**config.mk**
```make
export PLATFORM = sky130hd
export DESIGN_NAME = mac_rx_framer
export DESIGN_NICKNAME = d
export VERILOG_FILES = /design/src/rtl/mac_rx_framer.sv
export SDC_FILE = /design/constraint.sdc
export NUM_CORES = 2
export LEC_CHECK = 0
export CORE_UTILIZATION = 40
export CTS_CLUSTER_SIZE = 20
export DETAILED_ROUTE_END_ITERATION = 8
export GPL_ROUTABILITY_DRIVEN = 0
export GPL_TIMING_DRIVEN = 1
export HOLD_SLACK_MARGIN = 0.12
export SLEW_MARGIN = 10
export SYNTH_ARGS = -nofsm -noshare
export SYNTH_HDL_FRONTEND = slang
export SYNTH_SLANG_ARGS = --single-unit
```
**constraint.sdc**
```tcl
create_clock -name clk -period 7.7 [get_ports clk]
set_input_delay 1.54 -clock clk [delete_from_list [all_inputs] [get_ports clk]]
set_output_delay 1.54 -clock clk [all_outputs]
set_load 0.02 [all_outputs]
```
**src/rtl/mac_rx_framer.sv**
```systemverilog
// Receive framer: buffers one frame's payload, checks the trailing FCS byte and the length,
// reports per-frame status and drains good frames over a valid/ready byte stream.
module mac_rx_framer #(
    parameter int unsigned MAX_LEN   = 256,
    parameter int unsigned MIN_LEN   = 1,
    parameter logic [7:0]  FCS_VALUE = 8'h00
) (
    input  logic                         clk,
    input  logic                         rst,
    input  logic                         rx_valid,
    input  logic [7:0]                   rx_byte,
    input  logic                         rx_last,
    output logic                         out_valid,
    input  logic                         out_ready,
    output logic [7:0]                   out_byte,
    output logic                         out_last,
    output logic                         frame_done,
    output logic                         frame_ok,
    output logic [$clog2(MAX_LEN+1)-1:0] frame_len,
    output logic                         err_fcs,
    output logic                         err_len,
    output logic [15:0]                  drop_cnt
);

    localparam int unsigned LW = $clog2(MAX_LEN + 1);
    localparam int unsigned AW = (MAX_LEN > 1) ? $clog2(MAX_LEN) : 1;

    typedef enum logic [1:0] {
        S_IDLE    = 2'd0,
        S_RECV    = 2'd1,
        S_DRAIN   = 2'd2,
        S_DISCARD = 2'd3
    } state_e;

    state_e        state_q, state_d;
    logic [LW-1:0] wr_ptr_q, wr_ptr_d;
    logic [LW-1:0] rd_ptr_q, rd_ptr_d;
    logic          oversize_q, oversize_d;
    logic          in_drop_q, in_drop_d;
    logic          out_valid_q, out_valid_d;
    logic          out_last_q, out_last_d;
    logic [7:0]    out_byte_q, out_byte_d;
    logic          frame_done_q, frame_done_d;
    logic          frame_ok_q, frame_ok_d;
    logic [LW-1:0] frame_len_q, frame_len_d;
    logic          err_fcs_q, err_fcs_d;
    logic          err_len_q, err_len_d;
    logic [15:0]   drop_cnt_q, drop_cnt_d;

    logic [7:0]    mem [MAX_LEN];
    logic          buf_we;
    logic [AW-1:0] buf_waddr;
    logic          rx_end;
    logic          count_drop;
    logic          status_fcs;
    logic          status_len;
    logic          status_ok;

    // Next-state and output computation
    always_comb begin
        state_d      = state_q;
        wr_ptr_d     = wr_ptr_q;
        rd_ptr_d     = rd_ptr_q;
        oversize_d   = oversize_q;
        in_drop_d    = in_drop_q;
        out_valid_d  = out_valid_q;
        out_last_d   = out_last_q;
        out_byte_d   = out_byte_q;
        frame_done_d = 1'b0;
        frame_ok_d   = frame_ok_q;
        frame_len_d  = frame_len_q;
        err_fcs_d    = err_fcs_q;
        err_len_d    = err_len_q;
        drop_cnt_d   = drop_cnt_q;
        buf_we       = 1'b0;
        buf_waddr    = wr_ptr_q[AW-1:0];
        count_drop   = 1'b0;
        rx_end       = rx_valid & rx_last;
        status_fcs   = (rx_byte != FCS_VALUE);
        status_len   = oversize_q | (wr_ptr_q < LW'(MIN_LEN));
        status_ok    = !status_fcs && !status_len;

        case (state_q)
            S_IDLE: begin
                if (rx_valid && !rx_last) begin
                    buf_we    = 1'b1;
                    buf_waddr = '0;
                    wr_ptr_d  = LW'(1);
                    state_d   = S_RECV;
                end
            end
            S_RECV: begin
                if (rx_valid && !rx_last) begin
                    if (wr_ptr_q < LW'(MAX_LEN)) begin
                        buf_we   = 1'b1;
                        wr_ptr_d = wr_ptr_q + LW'(1);
                    end else begin
                        oversize_d = 1'b1;
                    end
                end
            end
            S_DRAIN: begin
                // Any traffic while draining belongs to a frame that will be dropped
                if (rx_valid) begin
                    in_drop_d  = !rx_last;
                    count_drop = rx_last;
                end
                if (out_valid_q && out_ready) begin
                    if (out_last_q) begin
                        out_valid_d = 1'b0;
                        out_last_d  = 1'b0;
                        state_d     = in_drop_d ? S_DISCARD : S_IDLE;
                    end else begin
                        rd_ptr_d   = rd_ptr_q + LW'(1);
                        out_byte_d = mem[rd_ptr_d[AW-1:0]];
                        out_last_d = (rd_ptr_d == frame_len_q - LW'(1));
                    end
                end
            end
            S_DISCARD: begin
                if (rx_end) begin
                    count_drop = 1'b1;
                    in_drop_d  = 1'b0;
                    state_d    = S_IDLE;
                end
            end
            default: state_d = S_IDLE;
        endcase

        // FCS byte of a captured frame: latch status and decide whether to drain
        if (rx_end && (state_q == S_IDLE || state_q == S_RECV)) begin
            frame_done_d = 1'b1;
            err_fcs_d    = status_fcs;
            err_len_d    = status_len;
            frame_ok_d   = status_ok;
            frame_len_d  = wr_ptr_q;
            wr_ptr_d     = '0;
            oversize_d   = 1'b0;
            if (status_ok && (wr_ptr_q != '0)) begin
                state_d     = S_DRAIN;
                rd_ptr_d    = '0;
                out_valid_d = 1'b1;
                out_byte_d  = mem['0];
                out_last_d  = (wr_ptr_q == LW'(1));
            end else begin
                state_d = S_IDLE;
            end
        end

        if (count_drop && (drop_cnt_q != 16'hFFFF)) begin
            drop_cnt_d = drop_cnt_q + 16'd1;
        end
    end

    // Payload buffer, intentionally not reset
    always_ff @(posedge clk) begin
        if (buf_we) begin
            mem[buf_waddr] <= rx_byte;
        end
    end

    always_ff @(posedge clk or posedge rst) begin
        if (rst) begin
            state_q      <= S_IDLE;
            wr_ptr_q     <= '0;
            rd_ptr_q     <= '0;
            oversize_q   <= 1'b0;
            in_drop_q    <= 1'b0;
            out_valid_q  <= 1'b0;
            out_last_q   <= 1'b0;
            out_byte_q   <= '0;
            frame_done_q <= 1'b0;
            frame_ok_q   <= 1'b0;
            frame_len_q  <= '0;
            err_fcs_q    <= 1'b0;
            err_len_q    <= 1'b0;
            drop_cnt_q   <= '0;
        end else begin
            state_q      <= state_d;
            wr_ptr_q     <= wr_ptr_d;
            rd_ptr_q     <= rd_ptr_d;
            oversize_q   <= oversize_d;
            in_drop_q    <= in_drop_d;
            out_valid_q  <= out_valid_d;
            out_last_q   <= out_last_d;
            out_byte_q   <= out_byte_d;
            frame_done_q <= frame_done_d;
            frame_ok_q   <= frame_ok_d;
            frame_len_q  <= frame_len_d;
            err_fcs_q    <= err_fcs_d;
            err_len_q    <= err_len_d;
            drop_cnt_q   <= drop_cnt_d;
        end
    end

    assign out_valid  = out_valid_q;
    assign out_last   = out_last_q;
    assign out_byte   = out_byte_q;
    assign frame_done = frame_done_q;
    assign frame_ok   = frame_ok_q;
    assign frame_len  = frame_len_q;
    assign err_fcs    = err_fcs_q;
    assign err_len    = err_len_q;
    assign drop_cnt   = drop_cnt_q;

endmodule

```
# --- After elaboration in Yosys (flattened, before gate mapping) ---
# Memories as Yosys holds them, arrays and structs flattened.
# Index checks and enable logic that the tools add are counted.
totals:
  ff_bits: 61
  latch_bits: 0
  ramBits: 2048
  romBits: 0
  input_bits: 13
  n_memories: 1
op_classes:
  addsub: 4
  n_mul: 0
  div_mod_pow: 0
  magnitude_cmp: 2
  n_eq_ne: 14
  n_shift: 0
  n_mux: 53
  n_bitwise: 2
  reduce_logical: 22
memory_table:
  columns: ["memory", "depth", "word_bits", "rd", "rd_ports_with_merged_regs", "write_ports", "line", "rtl"]
  rows:
  - ["mem", 256, 8, 2, 0, 1, "50", "logic [7:0] mem [MAX_LEN];"]
op_table:
  columns: ["op", "count"]
  rows:
  - ["2-to-1 mux 9 bit", 9]
  - ["2-to-1 mux 8 bit", 7]
  - ["2-to-1 mux 1 bit", 25]
  - ["adder 9 x 1 -> 9 bit, second input constant", 2]
  - ["one-hot mux 9 bit (2 select lines)", 1]
  - ["adder 16 x 1 -> 16 bit, second input constant", 1]
  - ["!= test 16 bit, second input constant", 1]
  - ["2-to-1 mux 2 bit", 7]
  - ["== test 9 x 1 -> 1 bit, second input constant", 1]
  - ["== test 9 bit", 1]
  - ["< comparator 9 x 1 -> 1 bit, second input constant", 1]
  - ["< comparator 9 bit, second input constant", 1]
  - ["!= test 3 x 2 -> 1 bit, second input constant", 3]
  - ["!= test 3 bit, second input constant", 3]
  - ["nonzero test 9 bit", 1]
  - ["subtractor 9 x 1 -> 9 bit, second input constant", 1]
  - ["nonzero test 8 bit", 1]
  - ["logical AND 1 bit", 6]
  - ["one-hot mux 1 bit (2 select lines)", 3]
  - ["one-hot mux 2 bit (3 select lines)", 1]
  - ["nonzero test 2 bit", 3]
  - ["AND reduction 5 bit", 1]
  - ["== test 2 bit, second input constant", 2]
  - ["AND reduction 4 bit", 1]
  - ["12 further kinds", 14]

# --- Logic depth before layout (Yosys ltp) ---
logic_depth:
  ltp_word: 8
  depth_mapped: 12
  mapped_depth_nobuf: 11

# --- Least setup slack after synthesis ---
# Ideal clock, no wire load.
synth_path:
  path_kind: "input-to-reg"
  start: "input rx_valid"
  end: "memory mem[11][0], enable pin"
  arrival_ns: 3.341
  path_slack_ns: 3.989
  path_stages: 8
  cell_sequence: "nand2_1 nand2_1 nor2_1 nand2_1 nor3_1 nand2_1 clkbuf_1 nor2_1"
synth_between:
  elab_chain_len: 5
  elab_cells_between_ends: 8
  classes_between: "mux (7); reduce/logical (1)"
synth_rtl:
  columns: ["element", "line", "rtl"]
  rows:
  - ["from (decl)", "10", "input logic rx_valid,"]
  - ["logical AND 1 bit (*)", "85, 93", null]
  - ["2-to-1 mux 1 bit, on equally long branches", "93, 85", null]
  - ["one-hot mux 1 bit (2 select lines)", "83", "case (state_q)"]
  - ["2-to-1 mux 1 bit", "157", "if (buf_we) begin"]
  - ["2-to-1 mux 1 bit (not written as such)", "158", "mem[buf_waddr] <= rx_byte;"]
  - ["to (decl)", "50", null]
# Mark *: on every way between the ends. The rest lies on a longest branch, timed or not.

# --- Worst setup path after layout ---
layout_path:
  start: "input rx_valid"
  end: "memory mem[81][3], enable pin"
# The elaborated chain is that of the path after synthesis.

==> results.md <==
- Area Growth Syn to Fin: 12.9%
- Worst R2R Setup Slack: 2.67 ns
- Critical path capture point type: flip-flop
- Top cell type's share of synthesized area: ~74%
- Crit-path max FO: 16
- Initial DRC Count: 5224
- Slew headroom: 13.4%
- Worst R2R Path Depth: 10
- Layout cell share with drive strength beyond 1: 22.2%
- Post-cts sizing count: 0
- CORE AREA: 205000 sq um
- Max Fclk: around 200 MHz
- Pin count of the biggest net entering global routing: 125
- Core Util, Final: 45.6%
- RSZ-0062 raised after global routing: no
- Initial Util: around 40%
- Final HPWL DP: 137000 microns
- Detailed-route DRC error count: 0
- First-pass GRT wire length: ~320000 microns
- Setup Buffers After CTS: 0
- Worst hold path class: flip-flop to flip-flop
- Synth Area per Inst: ~20 sq um
- TritonCTS Buffers: around 210
- Worst skew pair latency: approximately 0.87 ns
- Slowest stage cell, crit path: nor2_1
- Worst Path Required: slightly above 8 ns
- Final instance area: 93600 sq um
- Peak supply drop: 0.000268 V
- GRT Util Overall: 21.8%
- Synth Flop Type: edfxtp_1
- Sink Count: between 2000 and 2500
- Initial antenna violation count: 9
- Most used cell along the critical path: nor2_1
- Via count: 41900
- Die Footprint: 209000 sq um
- Clk buf depth: 3
- RR Endpoint: out_byte[4]
- Die width: approximately 460 microns
- WP buf/inv: 1
- Cell taking the most area after synthesis: edfxtp_1
- Final worst setup slack: 2.62 ns
- Post-DRT Antenna Nets: 0
- Synthesized instance count: slightly above 4000
- Crit path max-delay family: simple AND/OR/NAND/NOR gates
- Final layout net count: approximately 4300
- Die Ht: 457 microns
- Post-DR vias/cell: 5.88
- CTS clk-pin slew, worst paths: 0.06 ns
- Syn Nets: 4178
- Max stage delay on crit path: 0.89 ns
- PD cells: 268 nW/um^2
- Worst Path Arrival: 5.54 ns
- CTS H-tree lvls: 4
- Setup Viol. Count Final: 0
- CP endpoint: mem[81][3]
- Tot Pwr: approximately 25 mW
- CTS Hold Bufs: 0
- Root buffer cell: clkbuf_16
- Num rows: 166
- Outcome: finished, final reports clean
- Yosys cell types: 62
- YS warnings: 0
- Reg2reg start: rd_ptr_q[0]
- Seq cells post-synth: roughly 2100
- Post-synthesis cell area: between 80000 and 90000 sq um
- Vias in the first global route: 42200
- CTS tree: built
- Clk_skew: 0.0485 ns
- Lkg Pwr: 28.2 nW
- Synth top cells by count: edfxtp_1, mux4_2, nand2_1, nor2_1, nand3_1
- CP startpoint kind: input pin
- I/O Buffers: 51
- Max-slew violation count: 0
- Post-synth EDFFs: ~2000
- Async set-reset flop share out of synthesis: 2.89%
- Worst path depth: 8
- Slew @ Worst Pin: 1.29 ns
- Sequential area share after synthesis: approximately three quarters
- DP Area: 86600 sq um
- Maxcap violations: 0
- Global route overflow: 0
- Num ports: 52
- 1st-pass router iterations: 5
- Count leader, synth: edfxtp_1
- Largest cells by area after synthesis: edfxtp_1, mux4_2, dfrtp_1
- CP cell instances: clkdlybuf4s50_1 > o21ai_0 > o21bai_1 > nor2_1 > nand2_1 > nor3_1 > nand2_2 > nor2_1
- Drt total wl: 227000 microns
- Hold Vio Cnt, Final: 0
- Final Critical Period: 5.08 ns
- Critical path type: input pin to flip-flop
- Worst slack, placed: 1.90 ns
- Final period util: approximately two thirds
- Final setup TNS: 0 ns
- CP Launch Point: rx_valid
- Wire per inst: 31.9 microns
## power breakdown
group | leakage (nW) | switching, mW | internal, mW
clock | 3.40 | 4.45 | 5.90
sequential | 19.2 | 0.0913 | 12.6
combinational | 5.59 | 1.15 | 0.819
total | 28.2 | 5.69 | 19.4
## sequential cells by signal (all words and copies together) (netlist names), 2 cells and up
signal	count
wr_ptr_q	9
drop_cnt	16
out_byte	8
frame_len	9
rd_ptr_q	9
mem	2048
state_q	2
## worst register-to-register path, delay by kind of cell, from the launching register on
kind | cells | cell delay (ns)
DFF | 1 | 0.76
buffers and inverters | 2 | 1.56
AOI/OAI and AO/OA | 2 | 0.35
and+or+nand+nor | 3 | 0.92
muxes | 3 | 1.30
## layout make-up
class                      instances  area [sq um]
antenna                            2          5.00
clock buffer                     247          5370
clock inverter                   143          1640
fill                           17000        112000
inverter                          14          52.6
multi-input combinational       1793         18800
sequential                      2109         63000
tap                             2688          3360
timing repair buffer             130          1310
## cells in the final DEF, fill, tap and decap left out, types with 26 or more instances in the layout
master / count
edfxtp_1: 2048
mux4_2: 539
nand2_1: 335
nor2_1: 319
clkbuf_16: 208
nand3_1: 134
buf_4: 66
dfrtp_1: 60
mux2i_1: 59
clkinv_2: 43
clkdlybuf4s50_1: 43
clkinv_1: 40
clkbuf_1: 37
o21ai_0: 36
and3_1: 34
a21oi_1: 33
xnor2_1: 27
nor3_1: 26
a31oi_1: 26
bufinv_16: 26
## layer usage
layer | wire (microns) | GRT usage (%) | part of all wire (%)
met3 | 19600 | 4.77 | 8.6
met2 | 107000 | 33.9 | 47
met1 | 92600 | 30.2 | 41
met5 | 58 | 0 | 0.026
met4 | 8140 | 7.68 | 3.6
## cell families after synthesis
family	after synthesis	synth area share [%]
AOI/OAI and AO/OA	197	1.62
xor gates and xnor gates	42	0.462
adders and majority gates	10	0.151
buffers and inverters	253	1.45
DFF	2109	76.0
muxes	604	15.4
and+or+nand+nor	940	4.85
## through the flow
step                cells  hold WS (ns)
floorplan            4155         0.462
global placement     6734         0.478
detailed placement   6734         0.480
CTS                  7124         0.489
global route         7124         0.501
finish               7126         0.488
## worst min path at each step
stage                       startpoint  cells past startpoint           end
after floorplan              in_drop_q                      2     in_drop_q
after global placement    drop_cnt[12]                      1  drop_cnt[12]
after detailed placement  drop_cnt[12]                      1  drop_cnt[12]
after CTS                 drop_cnt[12]                      1  drop_cnt[12]
after global routing      drop_cnt[12]                      1  drop_cnt[12]
final                     drop_cnt[12]                      1  drop_cnt[12]
Power figures use the tool's default switching activity.
